### src/rtl/mag_pkg.sv
// Shared register map, bit masks and sequencer state encoding for the MMC34160PJ poller.
package mag_pkg;

  localparam logic [7:0] REG_XOUT   = 8'h00;
  localparam logic [7:0] REG_STATUS = 8'h06;
  localparam logic [7:0] REG_CTRL0  = 8'h07;

  localparam logic [7:0] CTRL0_TM_M       = 8'h01;
  localparam logic [7:0] CTRL0_SET        = 8'h20;
  localparam logic [7:0] STATUS_MEAS_DONE = 8'h01;

  localparam logic [7:0] XYZ_LEN = 8'd6;

  typedef enum logic [2:0] {
    ST_INIT,
    ST_SET,
    ST_SETW,
    ST_IDLE,
    ST_TRIG,
    ST_POLL,
    ST_RDXYZ,
    ST_PUB
  } state_t;

  function automatic logic is_cmd_state(input state_t s);
    return (s == ST_SET) || (s == ST_TRIG) || (s == ST_POLL) || (s == ST_RDXYZ);
  endfunction

endpackage

### src/rtl/mag_poll_sequencer_rate_tick.sv
// Free-running divider producing a one-cycle strobe at RATE_HZ; clr restarts the period.
module rate_tick #(
  parameter int unsigned CLK_HZ  = 100_000_000,
  parameter int unsigned RATE_HZ = 50
) (
  input  logic clk,
  input  logic rst_n,
  input  logic clr,
  output logic tick
);

  localparam int unsigned DIV = (CLK_HZ / RATE_HZ > 1) ? CLK_HZ / RATE_HZ : 2;
  localparam int unsigned W   = $clog2(DIV);

  logic [W-1:0] cnt_q;

  always_ff @(posedge clk) begin
    if (!rst_n || clr) begin
      cnt_q <= '0;
    end else if (cnt_q == W'(DIV - 1)) begin
      cnt_q <= '0;
    end else begin
      cnt_q <= cnt_q + W'(1);
    end
  end

  assign tick = (cnt_q == W'(DIV - 1));

endmodule

### src/rtl/mag_poll_sequencer.sv
// Autonomous MMC34160PJ sequencer: one-time SET, then periodic trigger / status poll /
// 6-byte XYZ burst, publishing one coherent sample through an i2c_master command port.
module mag_poll_sequencer
  import mag_pkg::*;
#(
  parameter int unsigned CLK_HZ    = 100_000_000,
  parameter int unsigned SAMPLE_HZ = 50,
  parameter logic [6:0]  DEV_ADDR  = 7'h30,
  parameter int unsigned POLL_MAX  = 16,
  parameter int unsigned XACT_TO   = 200_000
) (
  input  logic        clk,
  input  logic        rst_n,
  input  logic        enable,
  output logic        i2c_start,
  output logic [6:0]  i2c_dev_addr,
  output logic [7:0]  i2c_reg_addr,
  output logic        i2c_rw,
  output logic [7:0]  i2c_wr_data,
  output logic [7:0]  i2c_rd_len,
  output logic        i2c_rd_ready,
  input  logic        i2c_rd_valid,
  input  logic [7:0]  i2c_rd_data,
  input  logic        i2c_busy,
  input  logic        i2c_done,
  input  logic        i2c_nack,
  output logic [15:0] mag_x,
  output logic [15:0] mag_y,
  output logic [15:0] mag_z,
  output logic        sample_valid,
  output logic        err_nack,
  output logic        err_timeout
);

  localparam int unsigned TW = $clog2(XACT_TO + 1);
  localparam int unsigned PW = $clog2(POLL_MAX + 1);

  state_t          state_q, state_d;
  logic            pend_q;
  logic [TW-1:0]   to_cnt_q;
  logic [PW-1:0]   poll_cnt_q;
  logic [2:0]      byte_idx_q;
  logic [5:0][7:0] shadow_q;
  logic            stat_done_q;
  logic            set_retry_q;

  logic sample_tick, ms_tick;
  logic issue, xact_done, xact_to, stat_now, xyz_full, poll_last;
  logic set_nack, set_to;

  rate_tick #(.CLK_HZ(CLK_HZ), .RATE_HZ(SAMPLE_HZ)) u_sample_tick (
    .clk(clk), .rst_n(rst_n), .clr(1'b0), .tick(sample_tick)
  );

  rate_tick #(.CLK_HZ(CLK_HZ), .RATE_HZ(1000)) u_settle_tick (
    .clk(clk), .rst_n(rst_n), .clr(state_q != ST_SETW), .tick(ms_tick)
  );

  assign i2c_dev_addr = DEV_ADDR;
  assign i2c_rd_ready = 1'b1;

  // Completion flags also see a byte arriving in the done cycle itself.
  assign xact_done = pend_q && i2c_done;
  assign xact_to   = pend_q && !i2c_done && (to_cnt_q == TW'(XACT_TO - 1));
  assign stat_now  = stat_done_q || (i2c_rd_valid && ((i2c_rd_data & STATUS_MEAS_DONE) != '0));
  assign xyz_full  = (byte_idx_q == 3'd6) || ((byte_idx_q == 3'd5) && i2c_rd_valid);
  assign poll_last = (poll_cnt_q == PW'(POLL_MAX - 1));

  assign issue = is_cmd_state(state_q) && !pend_q && !i2c_busy &&
                 !((state_q == ST_SET) && set_retry_q && !sample_tick);
  assign i2c_start = issue;

  assign set_nack = xact_done && i2c_nack;
  assign set_to   = xact_to ||
                    (xact_done && !i2c_nack && (state_q == ST_POLL) && !stat_now && poll_last) ||
                    (xact_done && !i2c_nack && (state_q == ST_RDXYZ) && !xyz_full);

  always_comb begin
    i2c_reg_addr = '0;
    i2c_rw       = 1'b0;
    i2c_wr_data  = '0;
    i2c_rd_len   = '0;
    unique case (state_q)
      ST_SET:   begin i2c_reg_addr = REG_CTRL0;  i2c_wr_data = CTRL0_SET;  end
      ST_TRIG:  begin i2c_reg_addr = REG_CTRL0;  i2c_wr_data = CTRL0_TM_M; end
      ST_POLL:  begin i2c_reg_addr = REG_STATUS; i2c_rw = 1'b1; i2c_rd_len = 8'd1;    end
      ST_RDXYZ: begin i2c_reg_addr = REG_XOUT;   i2c_rw = 1'b1; i2c_rd_len = XYZ_LEN; end
      default:  ;
    endcase
  end

  always_comb begin
    state_d = state_q;
    unique case (state_q)
      ST_INIT:  if (!i2c_busy) state_d = ST_SET;
      ST_SET: begin
        if (xact_done)    state_d = i2c_nack ? ST_SET : ST_SETW;
        else if (xact_to) state_d = ST_IDLE;
      end
      ST_SETW:  if (ms_tick) state_d = ST_IDLE;
      ST_IDLE:  if (sample_tick && enable) state_d = ST_TRIG;
      ST_TRIG: begin
        if (xact_done)    state_d = i2c_nack ? ST_IDLE : ST_POLL;
        else if (xact_to) state_d = ST_IDLE;
      end
      ST_POLL: begin
        if (xact_done) begin
          if (i2c_nack)       state_d = ST_IDLE;
          else if (stat_now)  state_d = ST_RDXYZ;
          else if (poll_last) state_d = ST_IDLE;
        end else if (xact_to) begin
          state_d = ST_IDLE;
        end
      end
      ST_RDXYZ: begin
        if (xact_done)    state_d = (!i2c_nack && xyz_full) ? ST_PUB : ST_IDLE;
        else if (xact_to) state_d = ST_IDLE;
      end
      ST_PUB:   state_d = ST_IDLE;
      default:  state_d = ST_INIT;
    endcase
    // Dropping enable lets the in-flight command finish, then parks without publishing.
    if (!enable && (xact_done || xact_to) &&
        ((state_q == ST_TRIG) || (state_q == ST_POLL) || (state_q == ST_RDXYZ)))
      state_d = ST_IDLE;
  end

  always_ff @(posedge clk) begin
    if (!rst_n) begin
      state_q      <= ST_INIT;
      pend_q       <= 1'b0;
      to_cnt_q     <= '0;
      poll_cnt_q   <= '0;
      byte_idx_q   <= '0;
      shadow_q     <= '0;
      stat_done_q  <= 1'b0;
      set_retry_q  <= 1'b0;
      mag_x        <= '0;
      mag_y        <= '0;
      mag_z        <= '0;
      sample_valid <= 1'b0;
      err_nack     <= 1'b0;
      err_timeout  <= 1'b0;
    end else begin
      state_q      <= state_d;
      sample_valid <= 1'b0;

      if (issue) begin
        pend_q      <= 1'b1;
        to_cnt_q    <= '0;
        byte_idx_q  <= '0;
        stat_done_q <= 1'b0;
      end else if (xact_done || xact_to) begin
        pend_q <= 1'b0;
      end else if (pend_q) begin
        to_cnt_q <= to_cnt_q + TW'(1);
      end

      if (pend_q && i2c_rd_valid) begin
        if (state_q == ST_POLL)
          stat_done_q <= ((i2c_rd_data & STATUS_MEAS_DONE) != '0);
        if ((state_q == ST_RDXYZ) && (byte_idx_q < 3'd6)) begin
          shadow_q[byte_idx_q] <= i2c_rd_data;
          byte_idx_q           <= byte_idx_q + 3'd1;
        end
      end

      if (state_q == ST_IDLE)
        poll_cnt_q <= '0;
      else if ((state_q == ST_POLL) && xact_done && !i2c_nack && !stat_now)
        poll_cnt_q <= poll_cnt_q + PW'(1);

      if (issue && (state_q == ST_SET))
        set_retry_q <= 1'b0;
      else if ((state_q == ST_SET) && set_nack)
        set_retry_q <= 1'b1;

      if (set_nack) err_nack    <= 1'b1;
      if (set_to)   err_timeout <= 1'b1;

      if (state_q == ST_PUB) begin
        mag_x        <= {shadow_q[1], shadow_q[0]};
        mag_y        <= {shadow_q[3], shadow_q[2]};
        mag_z        <= {shadow_q[5], shadow_q[4]};
        sample_valid <= 1'b1;
        err_nack     <= 1'b0;
        err_timeout  <= 1'b0;
      end
    end
  end

endmodule

### config.mk
export PLATFORM = sky130hd
export DESIGN_NAME = mag_poll_sequencer
export DESIGN_NICKNAME = d
export VERILOG_FILES = /design/src/rtl/mag_pkg.sv /design/src/rtl/mag_poll_sequencer_rate_tick.sv /design/src/rtl/mag_poll_sequencer.sv
export SDC_FILE = /design/constraint.sdc
export NUM_CORES = 1
export LEC_CHECK = 0
export CAP_MARGIN = 10
export CORE_UTILIZATION = 55
export CTS_CLUSTER_SIZE = 16
export DETAILED_ROUTE_END_ITERATION = 8
export PLACE_DENSITY = 0.89
export SLEW_MARGIN = 20
export SYNTH_ARGS = -nofsm -noshare
export SYNTH_HDL_FRONTEND = slang
export SYNTH_SLANG_ARGS = --single-unit
### constraint.sdc
create_clock -name clk -period 3.35 [get_ports clk]
set_input_delay 1.005 -clock clk [delete_from_list [all_inputs] [get_ports clk]]
set_output_delay 1.005 -clock clk [all_outputs]
set_load 0.05 [all_outputs]
==> flow_summary.toml, run 1 <==
[timing]
hold_violations = 0
max-slew-margin-rel_pct = 44.4
achievable_freq_mhz = 301
worst_margin_pin_slew_ns = 0.832
clock-skew-final_ns = 0.0131
finalWorstPathRequiredPeriod_ns = 3.33
report.final.slew_viol_count = 0
timing.final.crit_share_pct = 99.3
rsz0062_at_grt = "true"
setup_viol_count_final = 0

[logic_synthesis]
synth_top_cell_by_area = "sky130_fd_sc_hd__dfxtp_1"
syn_area_um2 = 7330
synth.top_cell.area_share_pct = 46.2
synth-edff-count = 0
avgSynthCellArea_um2 = 8.97
synth.ff_latch_count = 169
postSynth.asyncResetShare_pct = 0
post_synth_main_area_contributors = "sky130_fd_sc_hd__dfxtp_1 46%, sky130_fd_sc_hd__nand2_1 6.5%, sky130_fd_sc_hd__mux2i_1 6.4%"
synth_top_flop_cell = "sky130_fd_sc_hd__dfxtp_1"
yosysSeqAreaShare_pct = 46.2
synthDistinctLibCells = 55
yosys_warnings = 0
postSynthCellCount = 817

[critical_path]
critical_path.max_stage_delay_ns = 0.54
cp_data_required_time_ns = 2.34
start_kind = "flip-flop"
worst_setup_path_end_kind = "primary output"
critPathMaxFanout = 4
r2r-start = "u_settle_tick.cnt_q[12]$_SDFF_PP0_"
crit-reg2reg-capture = "state_q[0]$_SDFFE_PN0P_"
worst_path_max_delay_cell = "sky130_fd_sc_hd__or4b_4"
timing.setup.critical_path_class = "reg -> out"
path_cells = "or4b_4 -> nor4_4 -> nand2b_4 -> a2111oi_4 -> buf_4 -> buf_12"
ff2ff_setup_slack_ns = 0.74
timing.critical_path.arrival_ns = 2.32
r2r_cells = 6

[pwr]
power.density_cell_area_nw_per_um2 = 491
finalPower_mw = 4.31
power.ir.vdd_worst_uv = 279
power.leakage_nw = 3.30

[routing]
drcViolationCount = 0
drtPass1Iterations = 5
initialDrtViolationCount = 411
routed_via_density = 5.34
drt.antenna.violating_nets = 0
wl_per_cell_um = 14.4
routed_wl_um = 15300
detailed_route_via_count = 5710

[floorplanning]
core_region_area_um2 = 12800
boundaryPins = 100
rows = 41
initial_utilization_pct = 57.1
dieArea_um2 = 13800
die_h_um = 117
chipWidth_um = 117

[clock_network]
numClockSinks = 169
number_of_buffers_inserted_by_hold_repair_at_cts = 0
htree_levels = 4
clock_tree.buffer_depth = 2
cts_tree = "done"
cts_made_buffers = 17
clk_pin_slew_ns = 0.06
ctsRootBufferMaster = "sky130_fd_sc_hd__clkbuf_16"
latest_clock_arrival_within_the_worst_skew_pair_ns = 0.44

[finish]
layout-area-overhead-vs-synth_pct = 19.8
filler_cell_count = 969
regArea_um2 = 3390
nNetsFinal = 907
multiInputGateArea_um2 = 3650
post-route-util_pct = 68.4
antenna_cells = 0
layout_cell_share_with_drive_strength_beyond_1_pct = 7.92

[global_routing]
grt_antenna_before_repair = 0
grt_first_pass_wirelength_um = 25900
globalRoute.totalOverflow = 0
first_global_vias = 5412
grt_util_all_layers_pct = 23.3
grt_start_max_net_pins = 49

[run]
maxCapViolCount = 0

[place]
hpwl_after_detailed_placement_um = 9930
gp_congestion = 0.881
io_buffers = 75

[worst_hold_path]
hp-class = "reg -> reg"
whs_path_depth = 2
timing.hold.worst_endpoint = "err_nack$_SDFFE_PP0P_"
min-delay-start = "err_nack$_SDFFE_PP0P_"

[status]
status = "completed"
## layout by cell type (no fill, tap or decap), drive strengths merged, types with 2 or more instances in the layout
cell type        n
dfxtp          169
nand2          127
nor2            80
clkdlybuf4s50   66
nor2b           50
a21boi          48
mux2i           47
xor2            36
nand3           36
conb            24
clkbuf          21
and3            18
a21oi           18
xnor2           17
buf             17
inv             15
and2             9
nand4            8
o21ai            8
ha               8
and4             7
nor4             7
nor3             5
nand2b           5
dlygate4sd2      4
or4              4
clkinv           4
o22ai            3
o211ai           3
dlymetal6s2s     3
or4b             3
nand4b           2
a21o             2
or3              2
o311a            2
bufinv           2
a2111oi          2
## flip-flops by register name, indices dropped and copies added (netlist names), 3 cells and up
register             cells
byte_idx_q               3
mag_x                   16
mag_y                   16
mag_z                   16
poll_cnt_q               5
shadow_q                48
state_q                  3
to_cnt_q                18
u_sample_tick.cnt_q     21
u_settle_tick.cnt_q     17
## synthesized netlist by cell type (all sizes together) (2+ instances only)
cell / instances
a21oi: 18
xnor2: 17
or4: 4
conb: 2
mux2i: 47
and4: 7
nor2: 80
o311a: 2
o211ai: 3
nand4: 8
o21ai: 8
and3: 18
a2111oi: 2
a21o: 2
a21boi: 48
nor4: 7
ha: 8
o22ai: 3
nand3: 36
or3: 2
inv: 11
and2: 9
xor2: 36
buf: 29
nand4b: 2
dfxtp: 169
nor3: 5
nand2b: 5
nand2: 127
or4b: 3
nor2b: 50
clkbuf: 35
## report_power, final
group          switching, mW  internal, mW  leakage, nW  total [mW]
Clock                  0.817          1.17        0.295        1.99
Combinational          0.205        0.0850         1.64       0.290
Sequential            0.0204          2.02         1.37        2.04
## how the worst max path moves through the flow
stage	slack (ns)	cells after the start	startpoint	end
finish	0.02	6	u_sample_tick.cnt_q[8]$_SDFF_PP0_	i2c_start
global route	-0.05	6	u_sample_tick.cnt_q[8]$_SDFF_PP0_	i2c_start
CTS	-0.03	6	u_sample_tick.cnt_q[13]$_SDFF_PP0_	i2c_start
detailed placement	0.18	3	i2c_busy	i2c_start
global placement	0.19	3	i2c_busy	i2c_start
floorplan	0.15	4	u_sample_tick.cnt_q[9]$_SDFF_PP0_	i2c_start
## kinds of logic (layout without fill, tap and decap cells)
logic type | after synthesis | after routing | synth area share (%)
simple gates | 369 | 369 | 25.0
flops | 169 | 169 | 46.2
compound gates | 94 | 94 | 9.19
buf+inv | 75 | 133 | 5.43
xor+xnor | 53 | 53 | 6.33
mux | 47 | 47 | 6.42
fa+ha+maj | 8 | 8 | 1.37
other cells | 2 | 24 | 0.102
## cell type report
type,instances,share of cell area (%)
Multi-Input combinational cell,595,41.6
Timing Repair Buffer,90,9.92
Clock buffer,21,5.36
Inverter,11,0.470
Tap cell,172,2.45
Sequential cell,169,38.7
Clock inverter,11,1.53
## worst max-delay path: cells and delay by family, from the launching register on
family	cells	cell delay, ns
buffers and inverters	2	0.32
flip-flops	1	0.34
AO/OA/AOI/OAI	1	0.28
AND/OR/NAND/NOR	3	0.95
## what timing repair did
item                                    4_1_cts  5_1_grt
setup buffers                                 1        1
resized for setup                             7       10
endpoints found under the setup margin        5        4
gates cloned                                  0        0
pin swaps                                     2        2
## metal layers
layer  GRT usage (%)  wire length [um]  vias up  part of all wire (%)
met5               0                 0        -                     0
met2            37.8              7290      146                    48
met1            28.7              6990     2703                    46
met4            11.2               349        0                   2.3
li1                -                 -     2827                     -
met3            5.89               717       34                   4.7
## per-stage QoR
stage / cells / setup slack (ns) / cell area, um2 / hold WS (ns) / TNS, ns
2_1_floorplan: 839 / 0.149 / 7410 / 0.426 / 0
3_3_place_gp: 1035 / 0.187 / 8140 / 0.434 / 0
3_5_place_dp: 1035 / 0.176 / 8140 / 0.442 / 0
4_1_cts: 1068 / -0.0310 / 8750 / 0.457 / -0.0310
5_1_grt: 1069 / -0.0471 / 8780 / 0.482 / -0.0471
6_report: 1069 / 0.0246 / 8780 / 0.459 / 0
Note: power is estimated with default switching activity, not from simulation.
==> run 2: changes to the inputs <==
- CORE_MARGIN: default -> 8
- clock period: 3.35 -> 3.1 ns (I/O delays scaled with it)
==> run 2 against run 1 <==
The run now ends with negative setup slack left. Utilization decreased by 1.2 points. Non-clock buffer count is 11 higher. Combinational power increased by 14%. Critical path type unchanged. Hold slack got worse by 0.0010 ns. Flip-flop and latch count unchanged. Setup slack worse by 0.22 ns. Clock power rose by 7%. Largest cell class unchanged. Die area increased by 25%. Cell area up 0.66%. Routed wire length increased by 5.6%.
==> flow_summary.toml, run 2 (synthesis results as in run 1) <==
[status]
status = "complete, but fails checks"
violations_in_the_final_reports = "negative setup slack"

[routing]
drtPass1Iterations = 6
detailed_route_via_count = 5721
drcViolationCount = 0
routed_via_density = 5.28
routed_wl_um = 16200
initialDrtViolationCount = 465
drt.antenna.violating_nets = 0
wl_per_cell_um = 15.0

[finish]
largest_register_ffs = 48
final_design_area_no_fill_um2 = 8830
most_common_library_cell_in_the_layout_ignoring_fill_and_taps = "sky130_fd_sc_hd__dfxtp_1"
antenna_cells = 0
layout-area-overhead-vs-synth_pct = 20.6
most-common-layout-cells = "164 x sky130_fd_sc_hd__dfxtp_1, 127 x sky130_fd_sc_hd__nand2_1, 79 x sky130_fd_sc_hd__nor2_1, 67 x sky130_fd_sc_hd__clkdlybuf4s50_1, 50 x sky130_fd_sc_hd__nor2b_1"
layout_cell_share_with_drive_strength_beyond_1_pct = 9.58
nNetsFinal = 918
largestRegisters = "shadow_q: 48 flops, u_sample_tick.cnt_q: 21 flops, to_cnt_q: 18 flops"
top_register = "shadow_q"
filler_cell_count = 1027

[critical_path]
cp_data_required_time_ns = 2.17
timing.setup.critical_path_class = "reg -> out"
r2r_cells = 7
r2r-start = "u_settle_tick.cnt_q[12]$_SDFF_PP0_"
critPathMaxFanout = 3
crit-reg2reg-capture = "state_q[0]$_SDFFE_PN0P_"
timing.critical_path.arrival_ns = 2.37
start_kind = "flip-flop"
ff2ff_setup_slack_ns = 0.56
worst_setup_path_end_kind = "primary output"

[timing]
max-slew-margin-rel_pct = 55.1
report.final.slew_viol_count = 0
setup_viol_count_final = 1
worst_margin_pin_slew_ns = 0.673
layout_setup_ws_ns = -0.200
hold_violations = 0
timing.final.crit_share_pct = 106
achievable_freq_mhz = 303
finalWorstPathRequiredPeriod_ns = 3.30
clock-skew-final_ns = 0.00742
rsz0062_at_grt = "true"
tns_ns = -0.200

[run]
maxCapViolCount = 0

[worst_hold_path]
min-delay-start = "err_nack$_SDFFE_PP0P_"
timing.hold.worst_endpoint = "err_nack$_SDFFE_PP0P_"
whs_path_depth = 2
hp-class = "reg -> reg"

[clock_network]
cts_made_buffers = 17
latest_clock_arrival_within_the_worst_skew_pair_ns = 0.43
clk_pin_slew_ns = 0.06
cts_tree = "done"
htree_levels = 4
clock_tree.buffer_depth = 2
ctsRootBufferMaster = "sky130_fd_sc_hd__clkbuf_16"
numClockSinks = 169

[global_routing]
grt_start_max_net_pins = 97
grt_antenna_before_repair = 0
first_global_vias = 5524
globalRoute.totalOverflow = 0
grt_first_pass_wirelength_um = 27100
grt_util_all_layers_pct = 18.8

[pwr]
p_sw_share_pct = 25.0
power_frac_clock_pct = 45.6
internal_power_mw = 3.49
power.ir.vdd_worst_uv = 359
pwr-share-seq_pct = 47.2
power_switching_mw = 1.16
power.density_cell_area_nw_per_um2 = 526
power.leakage_nw = 3.29
comb_power_share_pct = 7.1

[floorplanning]
initial_utilization_pct = 55.8
boundaryPins = 100
die_h_um = 131
core_region_area_um2 = 13100
chipWidth_um = 131
rows = 42
dieArea_um2 = 17300

[place]
gp_congestion = 0.834
io_buffers = 75
dpl-instance-area_um2 = 8180
hpwl_after_detailed_placement_um = 11100
[run 2: layer usage]
layer	global-route usage, %	wire length [um]	vias to the layer above
met5	0	0	-
met4	7.40	308	0
met3	5.14	776	27
met2	31.9	7950	125
met1	22.0	7170	2720
li1	-	-	2849
[run 2: worst max-delay path by stage]
stage                                       startpoint   endpoint  slack, ns  depth (start not counted)
finish               u_sample_tick.cnt_q[7]$_SDFF_PP0_  i2c_start      -0.20                          6
global route         u_sample_tick.cnt_q[7]$_SDFF_PP0_  i2c_start      -0.28                          6
CTS                 u_sample_tick.cnt_q[14]$_SDFF_PP0_  i2c_start      -0.24                          6
detailed placement   u_sample_tick.cnt_q[9]$_SDFF_PP0_  i2c_start       0.07                          5
global placement                              i2c_busy  i2c_start       0.09                          3
floorplan            u_sample_tick.cnt_q[9]$_SDFF_PP0_  i2c_start       0.03                          4
[run 2: critical path, cell delays in order, from the launching register on]
cell	delay [ns]
sky130_fd_sc_hd__dfxtp_2	0.33
sky130_fd_sc_hd__or4b_4	0.54
sky130_fd_sc_hd__nor4_4	0.31
sky130_fd_sc_hd__nand2b_2	0.13
sky130_fd_sc_hd__a2111oi_4	0.30
sky130_fd_sc_hd__buf_4	0.20
sky130_fd_sc_hd__buf_12	0.14
[run 2: final cells by class]
class | instances | area [um2] | share of cell area (%)
Timing Repair Buffer | 101 | 948 | 10.7
Inverter | 11 | 41.3 | 0.467
Sequential cell | 169 | 3390 | 38.4
Clock inverter | 15 | 164 | 1.86
Multi-Input combinational cell | 595 | 3650 | 41.3
Clock buffer | 17 | 425 | 4.82
Tap cell | 176 | 220 | 2.49
[run 2: what timing repair did]
action / in CTS / in global routing
resized for setup: 3 / 3
setup buffers: 4 / 3
pin swaps: 3 / 3
endpoints found under the hold margin: 0 / 0
setup endpoints to repair: 1 / 1
hold buffers: 0 / 0
[run 2: metrics by stage]
step                      utilization [%]  hold WS, ns  total power, mW  setup slack [ns]  instances
after CTS                            67.0        0.457             4.67            -0.243       1081
after global routing                 67.2        0.477             4.79            -0.283       1084
after global placement               62.3        0.429             2.57            0.0901       1045
after floorplan                         -        0.426             2.50            0.0279        839
final                                67.2        0.458             4.65            -0.200       1084
after detailed placement             62.3        0.440             2.57            0.0706       1045
[run 2: power groups by stage]
stage	sequential, mW	clock, mW	combinational (mW)
floorplan	2.24	0	0.262
global placement	2.24	0	0.324
detailed placement	2.24	0	0.324
CTS	2.19	2.15	0.328
global route	2.20	2.25	0.350
finish	2.19	2.12	0.331
